==> src/rtl/fetch_pkg.sv <==
// Shared types and limits for the instruction-fetch sequencer.
//   fetch_state_t : sequencer state encoding
//   MEM_WAIT_MAX  : largest SRAM wait count the 4-bit wait counter can hold
package fetch_pkg;

  typedef enum logic [2:0] {
    HALTED,
    FETCH_MAR,
    FETCH_RD,
    FETCH_IR,
    PAUSE_WAIT,
    PAUSE_REL
  } fetch_state_t;

  localparam int unsigned MEM_WAIT_MAX = 15;

endpackage

==> src/rtl/fetch_sequencer_wait_counter.sv <==
// wait_counter: 4-bit down-counter with load and zero flag.
// Ports:
//   clk, rst  : clock, synchronous active-high reset (clears count)
//   load      : load load_val (has priority over dec)
//   dec       : decrement, saturating at zero
//   load_val  : value loaded when load=1
//   zero      : count == 0
module wait_counter (
  input  logic       clk,
  input  logic       rst,
  input  logic       load,
  input  logic       dec,
  input  logic [3:0] load_val,
  output logic       zero
);

  logic [3:0] count;

  always_ff @(posedge clk) begin
    if (rst) begin
      count <= '0;
    end else if (load) begin
      count <= load_val;
    end else if (dec && (count != '0)) begin
      count <= count - 4'd1;
    end
  end

  assign zero = (count == '0);

endmodule

==> src/rtl/fetch_sequencer.sv <==
// fetch_sequencer: Moore FSM sequencing the PC/MAR/MDR/IR datapath through
// instruction fetch and driving the synchronous SRAM strobes.
// Parameters: MEM_WAIT (extra SRAM read cycles, 0..15), CNT_W (fetch counter width).
// Ports:
//   Clk, Reset                : clock, synchronous active-high reset
//   Run                       : 1 = fetch continuously, 0 = stop after current fetch
//   Continue                  : releases a single-step pause
//   GATEPC, GATEMDR           : bus / MDR path gates
//   LD_MAR, LD_MDR, LD_IR, LD_PC : register loads
//   MIO_EN, PCMUX_EN          : MDR source select, PC source select
//   Mem_CE_n, Mem_OE_n, Mem_WE_n : SRAM strobes, active low
//   Busy                      : 1 outside HALTED
//   Fetch_Count               : completed IR loads, wrapping
// Build option: define FETCH_STEP_EN to pause after each fetch until Continue
// is pulsed (PAUSE_WAIT / PAUSE_REL states).
module fetch_sequencer
  import fetch_pkg::*;
#(
  parameter int unsigned MEM_WAIT = 2,
  parameter int unsigned CNT_W    = 16
) (
  input  logic             Clk,
  input  logic             Reset,
  input  logic             Run,
  input  logic             Continue,
  output logic             GATEPC,
  output logic             GATEMDR,
  output logic             LD_MAR,
  output logic             LD_MDR,
  output logic             LD_IR,
  output logic             LD_PC,
  output logic             MIO_EN,
  output logic             PCMUX_EN,
  output logic             Mem_CE_n,
  output logic             Mem_OE_n,
  output logic             Mem_WE_n,
  output logic             Busy,
  output logic [CNT_W-1:0] Fetch_Count
);

  localparam logic [3:0] WAIT_LOAD = 4'(MEM_WAIT);

  fetch_state_t state, state_next;
  logic         wait_load, wait_dec, wait_zero, count_inc;

`ifndef FETCH_STEP_EN
  logic unused_continue;
  assign unused_continue = Continue;
`endif

  // The counter is loaded during FETCH_MAR so it already holds MEM_WAIT on
  // the first FETCH_RD cycle; zero then marks the final read cycle.
  wait_counter u_wait (
    .clk      (Clk),
    .rst      (Reset),
    .load     (wait_load),
    .dec      (wait_dec),
    .load_val (WAIT_LOAD),
    .zero     (wait_zero)
  );

  always_ff @(posedge Clk) begin
    if (Reset) begin
      state       <= HALTED;
      Fetch_Count <= '0;
    end else begin
      state <= state_next;
      if (count_inc) Fetch_Count <= Fetch_Count + 1'b1;
    end
  end

  always_comb begin
    state_next = state;
    GATEPC     = 1'b0;
    GATEMDR    = 1'b0;
    LD_MAR     = 1'b0;
    LD_MDR     = 1'b0;
    LD_IR      = 1'b0;
    LD_PC      = 1'b0;
    MIO_EN     = 1'b0;
    PCMUX_EN   = 1'b0;
    Mem_CE_n   = 1'b1;
    Mem_OE_n   = 1'b1;
    Mem_WE_n   = 1'b1;
    wait_load  = 1'b0;
    wait_dec   = 1'b0;
    count_inc  = 1'b0;
    unique case (state)
      HALTED: begin
        if (Run) state_next = FETCH_MAR;
      end
      FETCH_MAR: begin
        GATEPC     = 1'b1;
        LD_MAR     = 1'b1;
        LD_PC      = 1'b1;
        PCMUX_EN   = 1'b1;
        wait_load  = 1'b1;
        state_next = FETCH_RD;
      end
      FETCH_RD: begin
        Mem_CE_n = 1'b0;
        Mem_OE_n = 1'b0;
        MIO_EN   = 1'b1;
        wait_dec = 1'b1;
        if (wait_zero) begin
          LD_MDR     = 1'b1;
          state_next = FETCH_IR;
        end
      end
      FETCH_IR: begin
        GATEMDR   = 1'b1;
        LD_IR     = 1'b1;
        count_inc = 1'b1;
`ifdef FETCH_STEP_EN
        state_next = PAUSE_WAIT;
`else
        state_next = Run ? FETCH_MAR : HALTED;
`endif
      end
`ifdef FETCH_STEP_EN
      PAUSE_WAIT: begin
        if (Continue) state_next = PAUSE_REL;
      end
      PAUSE_REL: begin
        if (!Continue) state_next = Run ? FETCH_MAR : HALTED;
      end
`endif
      default: state_next = HALTED;
    endcase
  end

  assign Busy = (state != HALTED);

endmodule

==> config.mk <==
export PLATFORM = sky130hd
export DESIGN_NAME = fetch_sequencer
export DESIGN_NICKNAME = d
export VERILOG_FILES = /design/src/rtl/fetch_pkg.sv /design/src/rtl/fetch_sequencer_wait_counter.sv /design/src/rtl/fetch_sequencer.sv
export SDC_FILE = /design/constraint.sdc
export NUM_CORES = 1
export LEC_CHECK = 0
export BUFFER_PORTS_ARGS = -buffer_cell sky130_fd_sc_hd__buf_2
export CORE_UTILIZATION = 38
export CTS_CLUSTER_SIZE = 24
export DETAILED_ROUTE_END_ITERATION = 10
export GPL_ROUTABILITY_DRIVEN = 0
export PLACE_DENSITY = 0.74
export SYNTH_ARGS = -nofsm -noshare
export SYNTH_HDL_FRONTEND = slang
export SYNTH_SLANG_ARGS = --single-unit
export TNS_END_PERCENT = 30
==> constraint.sdc <==
create_clock -name Clk -period 1.4 [get_ports Clk]
set_input_delay 0.28 -clock Clk [delete_from_list [all_inputs] [get_ports Clk]]
set_output_delay 0.28 -clock Clk [all_outputs]
set_load 0.01 [all_outputs]
=== Yosys cells after proc, flatten, opt, wreduce, memory -nomap -nowiden ===
Cells that the tools add are included.

* Bits in registers: 23
* Input port bits: 4

* Add/sub/neg operators: 2
* Eq/ne operators: 5
* Multiplexer cells: 12
* Reduce and logical (&&, ||, !) cells: 8

{| class="wikitable"
|+ Operators by type and width
! cell !! count
|-
| $add A16 B1 Y16 const B || 1
|-
| $pmux W3 S4 || 1
|-
| $mux W1 || 7
|-
| $eq A3 B2 Y1 const B || 2
|-
| $mux W3 || 2
|-
| $logic_not A4 Y1 || 1
|-
| $mux W2 || 2
|-
| $reduce_bool A4 Y1 || 1
|-
| $sub A4 B1 Y4 const B || 1
|-
| $eq A3 B1 Y1 const B || 1
|-
| $logic_not A3 Y1 || 1
|-
| $reduce_bool A3 Y1 || 1
|-
| $ne A2 B1 Y1 const B || 1
|-
| $ne A2 B2 Y1 const B || 1
|-
| $reduce_and A2 Y1 || 1
|-
| $reduce_bool A2 Y1 || 1
|-
| $reduce_or A2 Y1 || 1
|-
| $logic_and A1 B1 Y1 || 1
|}

=== Depth between registers and ports, before layout ===
* Word-level depth: 5
* Gate-level depth with buffers: 6
* Gate-level depth less buffers: 6

=== Modules after synthesis ===
From an unflattened synthesis, not the netlist that was laid out.

* Cells, all modules: 143
* Area total of the unflattened synthesis: 1263.7 um^2

{| class="wikitable"
|+ By module, submodules not included
! module !! instances !! cells each !! area an instance (um^2) !! seq. area each (um^2)
|-
| fetch_sequencer || 1 || 114 || 1001.0 || 360.3
|-
| wait_counter || 1 || 29 || 262.8 || 80.1
|}

=== Least setup slack after synthesis ===
OpenSTA, ideal clock, no wires.

* Path kind: reg2reg
* Start point: register Fetch_Count[0]
* End point: register Fetch_Count[12]
* Library setup time: 128 ps
* Arrival: 1344 ps
* Required time: 1272 ps
* Setup slack: -72 ps
* Cell stages (with the launch flop): 6
* Period minus slack after synthesis: 1472 ps
* Path through: dfxtp_1 > ha_1 > nand3_1 > nor4_4 > xnor2_1 > nor2_1

* Longest elaborated chain between the ends: 1

{| class="wikitable"
|+ RTL lines
! what !! RTL line !! RTL
|-
| start: declaration || fetch_sequencer.sv:38 || <nowiki>output logic [CNT_W-1:0] Fetch_Count</nowiki>
|-
| start signal: assignment || fetch_sequencer.sv:68 || <nowiki>if (count_inc) Fetch_Count <= Fetch_Count + 1'b1;</nowiki>
|-
| $add A16 B1 Y16 || fetch_sequencer.sv:68 ||
|}

No other way between the ends.
A chain may end at the register's enable or synchronous reset.

=== Worst setup path in the final report ===
* Start point: register u_wait.count[1]
* End point: output port LD_MDR

* Longest elaborated chain between the ends: 3

{| class="wikitable"
|+ RTL lines
! what !! RTL line !! RTL
|-
| start: declaration || fetch_sequencer_wait_counter.sv:17 || <nowiki>logic [3:0] count;</nowiki>
|-
| start signal: assignment || fetch_sequencer_wait_counter.sv:23 || <nowiki>count <= load_val;</nowiki>
|-
| start signal: assignment || fetch_sequencer_wait_counter.sv:25 || <nowiki>count <= count - 4'd1;</nowiki>
|-
| $logic_not A4 Y1 || fetch_sequencer_wait_counter.sv:29 || <nowiki>assign zero = (count == '0);</nowiki>
|-
| $mux W1 || fetch_sequencer.sv:105 || <nowiki>if (wait_zero) begin</nowiki>
|-
| $mux W1 || fetch_sequencer.sv:88 || <nowiki>unique case (state)</nowiki>
|-
| end: declaration || fetch_sequencer.sv:29 || <nowiki>output logic LD_MDR,</nowiki>
|}

No other way between the ends.

==> summary.md <==
| Metric | Value |
|---|---|
| Outcome | finished with violations |
| Failing checks | setup timing |
| Largest net degree at the start of global routing | 14 |
| Initial antenna violation count | 0 |
| Starting DRC count in detailed routing | 18 |
| Initial core utilization | 40.5% |
| Final WL | 2.77 mm |
| DIE AREA | 0.00351 mm² |
| H-tree depth | 1 |
| Worst path cell trace | inv_2 -> ha_4 -> or3b_4 -> nor2_1 -> buf_2 |
| Design area | 0.00183 mm² |
| Crit-path leading delay family | simple AND/OR/NAND/NOR gates |
| Clock Latency Late Sink | 310 ps |
| Setup tns final | -1940 ps |
| Yosys synthesis warning count | 0 |
| Syn_nets | 147 |
| Clk sink count | 22 |
| WL/cell | 12.2 µm |
| Row count | 20 |
| Reg clk slew, reported paths | 120 ps |
| Synthesized cell area | 0.00125 mm² |
| I/O Buffers | 29 |
| FF-to-FF setup slack | -270 ps |
| TritonCTS Buffers | 3 |
| Final Max Tran Viols | 0 |
| Syn avg cell area | 9.16 µm² |
| Finished Layout Cells | 228 |
| Inserted Diodes | 0 |
| Leak | 0.775 nW |
| Vias in the first global route | 1098 |
| Fmax | 579 MHz |
| Setup crit end kind | output pin |
| Maxcap violations | 0 |
| RSZ-0062 raised after global routing | yes |
| Yosys cell types | 34 |
| Most frequent cells in the layout | 19 x buf_2, 19 x buf_4, 18 x nor2_1, 17 x buf_6, 15 x dfxtp_1 |
| Worst clock skew | 6.40 ps |
| Vias | 1118 |
| Area grow syn2layout | 46.9% |
| Power per cell area | 1280 mW/mm² |
| Final ANT Viol Nets | 0 |
| CTS tree | yes |
| Placed Area | 0.00152 mm² |
| Top-Level Pins | 32 |
| Core area | 0.00308 mm² |
| Hold WS | 296 ps |
| GRT Util Overall | 17.9% |
| Slowest stage delay, CP | 370 ps |
| WP data required | 1120 ps |
| Data arrival time of the worst path | 1450 ps |
| Root Buffer | clkbuf_4 |
| Setup violations, final | 17 |
| Layout Nets | 196 |
| Cells after synthesis | 136 |
| Drt drc | 0 |
| Min cycle time layout | 1730 ps |
| Total gr overflow | 0 |
| Final worst slack | -326 ps |
| Share of layout cells above drive strength 1 | 53.3% |
| Post-DP HPWL | 1.95 mm |
| Post-synthesis register bit count | 22 |
| Max clock buf depth | 2 |
| Worst-path fanout max | 2 |
| Hold Vio Cnt, Final | 0 |
| Critical path class | reg2out |
| DIE HEIGHT | 59.3 µm |
| TritonRoute pass-1 iters | 4 |
| Period utilization | 123% |
| VDD IR-drop max | 0.990 mV |
| Buf+Inv Stages, Crit Path | 2 |
| Slowest CP cell | or3b_4 |
| First-pass GRT wire length | 4.82 mm |
| Critical Path Source Type | register |
| Final core utilization | 59.5% |
| DP Cell Count | 217 |
| Hold crit path type | in2reg |
| Sequential fraction of the synthesis area | 35.3% |
| Die Wd | 59.3 µm |
| Vias per cell | 4.90 |
==> layer usage <==
layer	routed length [µm]	share of wire (%)	track usage, %	up-vias
li1	-	-	-	551
met1	1110	40	19.3	536
met2	1510	54	34.5	29
met3	145	5.2	5.24	2
met4	10	0.36	3.06	0
met5	0	0	0	-
==> final cells by class <==
cell class / count / area, µm²
Clock buffer: 4 / 36.3
Inverter: 10 / 45.0
Timing Repair Buffer: 55 / 429
Fill cell: 272 / 1250
Multi-Input combinational cell: 93 / 811
Tap cell: 44 / 55.1
Sequential cell: 22 / 454
==> cells in the mapped netlist, drive strengths merged <==
| cell | n | area share, % |
|---|---|---|
| or3b | 1 | 0.90 |
| nor4 | 2 | 3.4 |
| a21oi | 5 | 2.0 |
| nor3b | 1 | 0.60 |
| a31o | 1 | 0.70 |
| xor2 | 5 | 3.5 |
| nand2 | 6 | 2.0 |
| conb | 1 | 0.30 |
| nor2 | 19 | 5.9 |
| a211oi | 1 | 0.60 |
| or3 | 2 | 1.0 |
| clkbuf | 2 | 0.60 |
| ha | 7 | 7.0 |
| nand2b | 1 | 0.50 |
| a21o | 2 | 1.2 |
| o211ai | 1 | 0.60 |
| xnor2 | 8 | 5.6 |
| nand3 | 10 | 4.4 |
| nand4 | 4 | 3.2 |
| mux2i | 2 | 1.6 |
| buf | 9 | 5.7 |
| o21ai | 2 | 0.80 |
| dfxtp | 22 | 35 |
| inv | 10 | 3.0 |
| a311oi | 1 | 1.2 |
| a2bb2oi | 1 | 2.1 |
| nor3 | 10 | 6.0 |
==> cells by family after synthesis <==
| group | share of synthesized area (%) |
|---|---|
| other | 0.301 |
| buffers and inverters | 9.34 |
| multiplexers | 1.61 |
| XOR/XNOR | 9.14 |
| adder cells (fa/ha/maj) | 7.03 |
| flip-flops | 35.3 |
| AO/OA/AOI/OAI | 9.24 |
| AND/OR/NAND/NOR | 28.0 |
==> state kept, by name (all words and copies together), names as in the netlist <==
register and flops:
Fetch_Count 16, state 2, u_wait.count 4
==> worst register-to-register path: stages (launching register included) <==
cell	delay, ps
dfxtp_2	340
inv_2	70
ha_4	130
or3b_4	370
buf_4	150
buf_6	130
a2bb2oi_4	140
mux2i_1	190
nor2_1	50
==> through the flow <==
step	setup WS (ps)	power, mW
global placement	-67.8	1.45
finish	-326	2.34
global route	-371	2.48
detailed placement	-104	1.49
CTS	-330	2.22
floorplan	-45.6	1.26
==> repair_timing <==
item | in CTS | in global routing
hold buffers | 0 | 0
setup endpoints to repair | 28 | 29
pin swaps | 5 | 12
cloned | 0 | 0
setup buffers | 5 | 2
resized for setup | 33 | 20
==> power by group <==
part	leakage (nW)	total [mW]	switching, mW	internal (mW)
clock	0.0210	0.355	0.196	0.159
combinational	0.572	1.24	0.545	0.693
sequential	0.181	0.749	0.0619	0.687
==> worst paths after layout <==
| path | startpoint | end | cells past startpoint |
|---|---|---|---|
| hold / removal | Reset | Fetch_Count[8] | 2 |
| hold reg to reg | Fetch_Count[1] | Fetch_Count[1] | 2 |
| setup reg to reg | u_wait.count[1] | state[1] | 8 |
| setup / recovery | u_wait.count[1] | LD_MDR | 5 |
Note: power is estimated with default switching activity, not from simulation.
